===== src/rtl/fetch_pkg.sv =====
// Shared constants and the prefetch entry type for the instruction-fetch stage.
package fetch_pkg;

   localparam int unsigned AW       = 8;
   localparam int unsigned DW       = 32;
   localparam logic [AW-1:0] RESET_PC = 8'd0;

   typedef struct packed {
      logic [AW-1:0] pc;
      logic [DW-1:0] inst;
   } fetch_entry_t;

endpackage


===== src/rtl/fetch_fifo.sv =====
// Small prefetch FIFO: power-of-two depth, flush clears occupancy, head reads as zero when empty.
module fetch_fifo
   import fetch_pkg::*;
#(
   parameter int unsigned DEPTH   = 2,
   parameter type         entry_t = fetch_entry_t,
   localparam int unsigned PW     = $clog2(DEPTH)
) (
   input  logic          clk,
   input  logic          rst,
   input  logic          push,
   input  entry_t        push_data,
   input  logic          pop,
   input  logic          flush,
   output logic          full,
   output logic          empty,
   output logic [PW:0]   count,
   output entry_t        head
);

   entry_t          mem_q [DEPTH];
   logic [PW-1:0]   rd_ptr_q, rd_ptr_d;
   logic [PW-1:0]   wr_ptr_q, wr_ptr_d;
   logic [PW:0]     count_q, count_d;

   always_comb begin
      rd_ptr_d = rd_ptr_q;
      wr_ptr_d = wr_ptr_q;
      count_d  = count_q;
      if (flush) begin
         rd_ptr_d = '0;
         wr_ptr_d = '0;
         count_d  = '0;
      end else begin
         if (push) wr_ptr_d = wr_ptr_q + PW'(1);
         if (pop)  rd_ptr_d = rd_ptr_q + PW'(1);
         case ({push, pop})
            2'b10:   count_d = count_q + (PW+1)'(1);
            2'b01:   count_d = count_q - (PW+1)'(1);
            default: count_d = count_q;
         endcase
      end
   end

   always_ff @(posedge clk or posedge rst) begin
      if (rst) begin
         rd_ptr_q <= '0;
         wr_ptr_q <= '0;
         count_q  <= '0;
      end else begin
         rd_ptr_q <= rd_ptr_d;
         wr_ptr_q <= wr_ptr_d;
         count_q  <= count_d;
      end
   end

   // Storage needs no reset: the head is masked to zero whenever the FIFO is empty.
   always_ff @(posedge clk) begin
      if (push && !flush) mem_q[wr_ptr_q] <= push_data;
   end

   assign full  = (count_q == (PW+1)'(DEPTH));
   assign empty = (count_q == '0);
   assign count = count_q;
   assign head  = empty ? '0 : mem_q[rd_ptr_q];

endmodule


===== src/rtl/inst_fetch.sv =====
// Instruction-fetch stage: PC register, read strobe to the instruction bank, prefetch FIFO to decode.
module inst_fetch #(
   parameter int unsigned     AW       = fetch_pkg::AW,
   parameter int unsigned     DW       = fetch_pkg::DW,
   parameter int unsigned     DEPTH    = 2,
   parameter logic [AW-1:0]   RESET_PC = fetch_pkg::RESET_PC
) (
   input  logic          clk,
   input  logic          rst,
   input  logic          fetch_en,
   output logic          memread,
   output logic [AW-1:0] address,
   input  logic [DW-1:0] readdata,
   input  logic          redirect,
   input  logic [AW-1:0] redirect_pc,
   output logic          inst_valid,
   output logic [DW-1:0] inst,
   output logic [AW-1:0] inst_pc,
   input  logic          inst_ready
);

   import fetch_pkg::*;

   typedef struct packed {
      logic [AW-1:0] pc;
      logic [DW-1:0] inst;
   } entry_t;

   logic [AW-1:0]            pc_q, pc_d;
   logic                     pop, space;
   logic                     fifo_full, fifo_empty;
   logic [$clog2(DEPTH):0]   fifo_count_unused;
   entry_t                   push_data, head;

   assign pop       = inst_valid & inst_ready;
   // A full FIFO still takes a fetch when decode frees the head in the same cycle.
   assign space     = ~fifo_full | pop;
   assign memread   = fetch_en & space & ~redirect;
   assign address   = pc_q;
   assign push_data = '{pc: pc_q, inst: readdata};

   always_comb begin
      pc_d = pc_q;
      if (redirect)     pc_d = redirect_pc;
      else if (memread) pc_d = pc_q + AW'(1);
   end

   always_ff @(posedge clk or posedge rst) begin
      if (rst) pc_q <= RESET_PC;
      else     pc_q <= pc_d;
   end

   fetch_fifo #(
      .DEPTH   (DEPTH),
      .entry_t (entry_t)
   ) u_fifo (
      .clk       (clk),
      .rst       (rst),
      .push      (memread),
      .push_data (push_data),
      .pop       (pop),
      .flush     (redirect),
      .full      (fifo_full),
      .empty     (fifo_empty),
      .count     (fifo_count_unused),
      .head      (head)
   );

   assign inst_valid = ~fifo_empty;
   assign inst       = head.inst;
   assign inst_pc    = head.pc;

endmodule

===== config.mk =====
export PLATFORM = sky130hd
export DESIGN_NAME = inst_fetch
export DESIGN_NICKNAME = d
export VERILOG_FILES = /design/src/rtl/fetch_pkg.sv /design/src/rtl/fetch_fifo.sv /design/src/rtl/inst_fetch.sv
export SDC_FILE = /design/constraint.sdc
export NUM_CORES = 1
export LEC_CHECK = 0
export BUFFER_PORTS_ARGS = -buffer_cell sky130_fd_sc_hd__buf_2
export CORE_ASPECT_RATIO = 0.6
export CORE_MARGIN = 5
export CORE_UTILIZATION = 52
export DETAILED_ROUTE_END_ITERATION = 6
export GPL_ROUTABILITY_DRIVEN = 0
export PLACE_DENSITY = 0.78
export SYNTH_ARGS = -nofsm -noshare
export SYNTH_HDL_FRONTEND = slang
export SYNTH_SLANG_ARGS = --single-unit

===== constraint.sdc =====
create_clock -name clk -period 5.1 [get_ports clk]
set_input_delay 0.255 -clock clk [delete_from_list [all_inputs] [get_ports clk]]
set_output_delay 0.255 -clock clk [all_outputs]
set_load 0.02 [all_outputs]

==> flow_metrics.tcl <==
set metrics [dict create \
    grt_pass1_vias 2339 \
    grt_overflow 0 \
    drt_iter0_drc 160 \
    avgRoutedWirePerCell_um 16.7 \
    seq_area_mm2 0.00270 \
    die_area_mm2 0.00906 \
    grt_max_degree 42 \
    ctsResizeCount 0 \
    p_leak_uw 0.00179 \
    vias 2380 \
    die_height_um 75.8 \
    hold_path.class "input port to register" \
    cp-end-kind "output port" \
    drv_slew 0 \
    grt_use_total_pct 16.9 \
    numClockSinks 92 \
    layout-drive-gt1-share_pct 34.3 \
    core_mm2 0.00715 \
    yosysUniqueCellTypes 36 \
    finalHoldViolCount 0 \
    yosys_warnings 0 \
    ys_async_sr_fraction_pct 13.0 \
    cts_max_level 3 \
    drc 0 \
    area_delta_synth_final_pct 22.9 \
    die_x_um 120 \
    core.rowCount 24 \
    cts_setup_buffers 0 \
    p_per_area_mw_per_mm2 377 \
    wl_um 7430 \
    synthesis.nets 299 \
    final-setup-viol-count 0 \
    arrival_ns 2.02 \
    firstDrtPassIters 5 \
    synth_edf_count 80 \
    required_ns 4.85 \
    crit_type "register to output port" \
    numCtsBuffers 9 \
    worstPathMaxFanout 26 \
    hpwlAfterDp_um 4900 \
    start_util_pct 52.5 \
    postPlaceCellArea_mm2 0.00430 \
    fin_area_mm2 0.00461 \
    ctsHoldBuffers 1 \
    synth_area_leaders "edfxtp_1 64%, mux2i_1 11%, dfrtp_1 8.0%, nor2_1 4.7%, nor2b_1 0.83%" \
    synth_area_leader_cell "edfxtp_1" \
    fin_skew_ns 0.00482 \
    worstRegToRegCells 4 \
    clk_pin_slew_ns 0.06 \
    tns_ns 0 \
    critPathLaunchType "register" \
    cts_tree "done" \
    drv_cap 0 \
    fin_nets 394 \
    multi_input_comb_area_um2 978 \
    clk_path_buf_depth 2 \
    hold_depth 1 \
    grt_pass1_wl_um 11700 \
    ios 95 \
    place.port_buffers 94 \
    worstMarginPinSlew_ns 0.937 \
    fin_crit_sh_pct 44.7 \
    period_minus_slack_ns 2.28 \
    antenna_found_initial 1 \
    status "finished clean" \
    slew_headroom_pct 37.4 \
    syn_inst 253 \
    vias_per_cell 5.36 \
    synth.avg_cell_area_um2 14.8 \
    fill_cells 544 \
    postRouteAntennaNets 0 \
    ctsRootBufferMaster "clkbuf_16" \
    rsz0062_at_grt "false" \
    vdd_drop_max_mv 0.211 \
    seq_area_frac_synth_pct 72.1 \
    synth-seq-cells 92 \
    n_antenna_cell 0 \
    max_freq_ghz 0.439 \
    ys_dominant_reg_cell "edfxtp_1" \
    synth_top_area_share_pct 64.1 \
    insertion_delay_ns 0.33 \
    total_power_uw 1730 \
    synth.cell_area_mm2 0.00375 \
]
-- synth_stat cells (all sizes together), types with 3 or more instances --
cell / n
clkbuf: 6
inv: 3
or4: 3
o21ai: 5
nor2b: 5
buf: 8
a31oi: 4
nand3: 6
mux2i: 40
nor4: 3
dfrtp: 12
nor2: 47
nand2: 5
edfxtp: 80
o311ai: 3
-- final timing paths --
check | from | to | slack, ns
min | readdata[28] | u_fifo.mem_q[0][28] | 0.11
min reg2reg | address[4] | u_fifo.mem_q[1][36] | 0.59
max reg2reg | u_fifo.count[0] | u_fifo.mem_q[1][3] | 3.13
max | u_fifo.rd_ptr_q | inst_pc[2] | 2.82
min in group asynchronous | rst | u_fifo.count[0] | 0.49
max in group asynchronous | rst | u_fifo.rd_ptr_q | 4.25
-- flip-flops by register name, summed over array words and instances, names as in the netlist --
name / count
u_fifo.wr_ptr_q: 1
address: 8
u_fifo.count: 2
u_fifo.rd_ptr_q: 1
u_fifo.mem_q: 80
-- cells by family (layout without fill, tap and decap cells) --
group,count (synthesis),in the layout,synth area share [%]
AOI/OAI and AO/OA,21,21,4.07
xor gates and xnor gates,1,1,0.234
adders and majority gates,1,1,0.334
buffers and inverters,18,118,2.27
DFF,92,92,72.1
muxes,40,40,10.7
and+or+nand+nor,80,80,10.3
-- worst max-delay path, cell delays in order, from the launching register on --
cell and delay, ns:
dfrtp_2 0.66, buf_4 0.49, mux2i_1 0.27, nor2_1 0.06, buf_2 0.20
-- layout by cell type, fill, tap and decap left out, types with 4 or more instances in the layout --
master,count
clkbuf_16,9
dfrtp_1,11
a31oi_1,4
edfxtp_1,80
nor2b_1,5
mux2i_1,40
buf_2,94
nand3_1,6
nand2_1,5
nor2_1,46
o21ai_0,5
-- power by group --
part	internal, µW	total, µW	switching [µW]
Combinational	76.2	205	129
Sequential	857	885	28.1
Clock	378	645	267
Total	1310	1730	424
-- area by class of cell --
type | instances | share of cell area, %
flip-flops and latches | 92 | 58.7
multi-input cells | 143 | 21.2
well taps | 91 | 2.47
repair buffers | 98 | 10.9
clock inverters | 7 | 1.44
clock buffers | 9 | 4.89
inverters | 4 | 0.326
-- metal layers --
metal  track usage [%]  routed length, µm
met5                 0                  7
met4              3.55                 34
met1              22.9               3440
met3              7.49                590
met2              25.6               3350
-- per-stage QoR --
step	hold WS [ns]	utilization, %	std cells	setup WS (ns)
after global placement	0.309	60.2	427	3.17
final	0.109	64.4	444	2.82
after CTS	0.0970	64.4	444	2.80
after global routing	0.0948	64.4	444	2.68
after floorplan	0.120	-	253	0.849
after detailed placement	0.308	60.2	427	3.15
No activity file was read; power rests on OpenSTA's default activity.
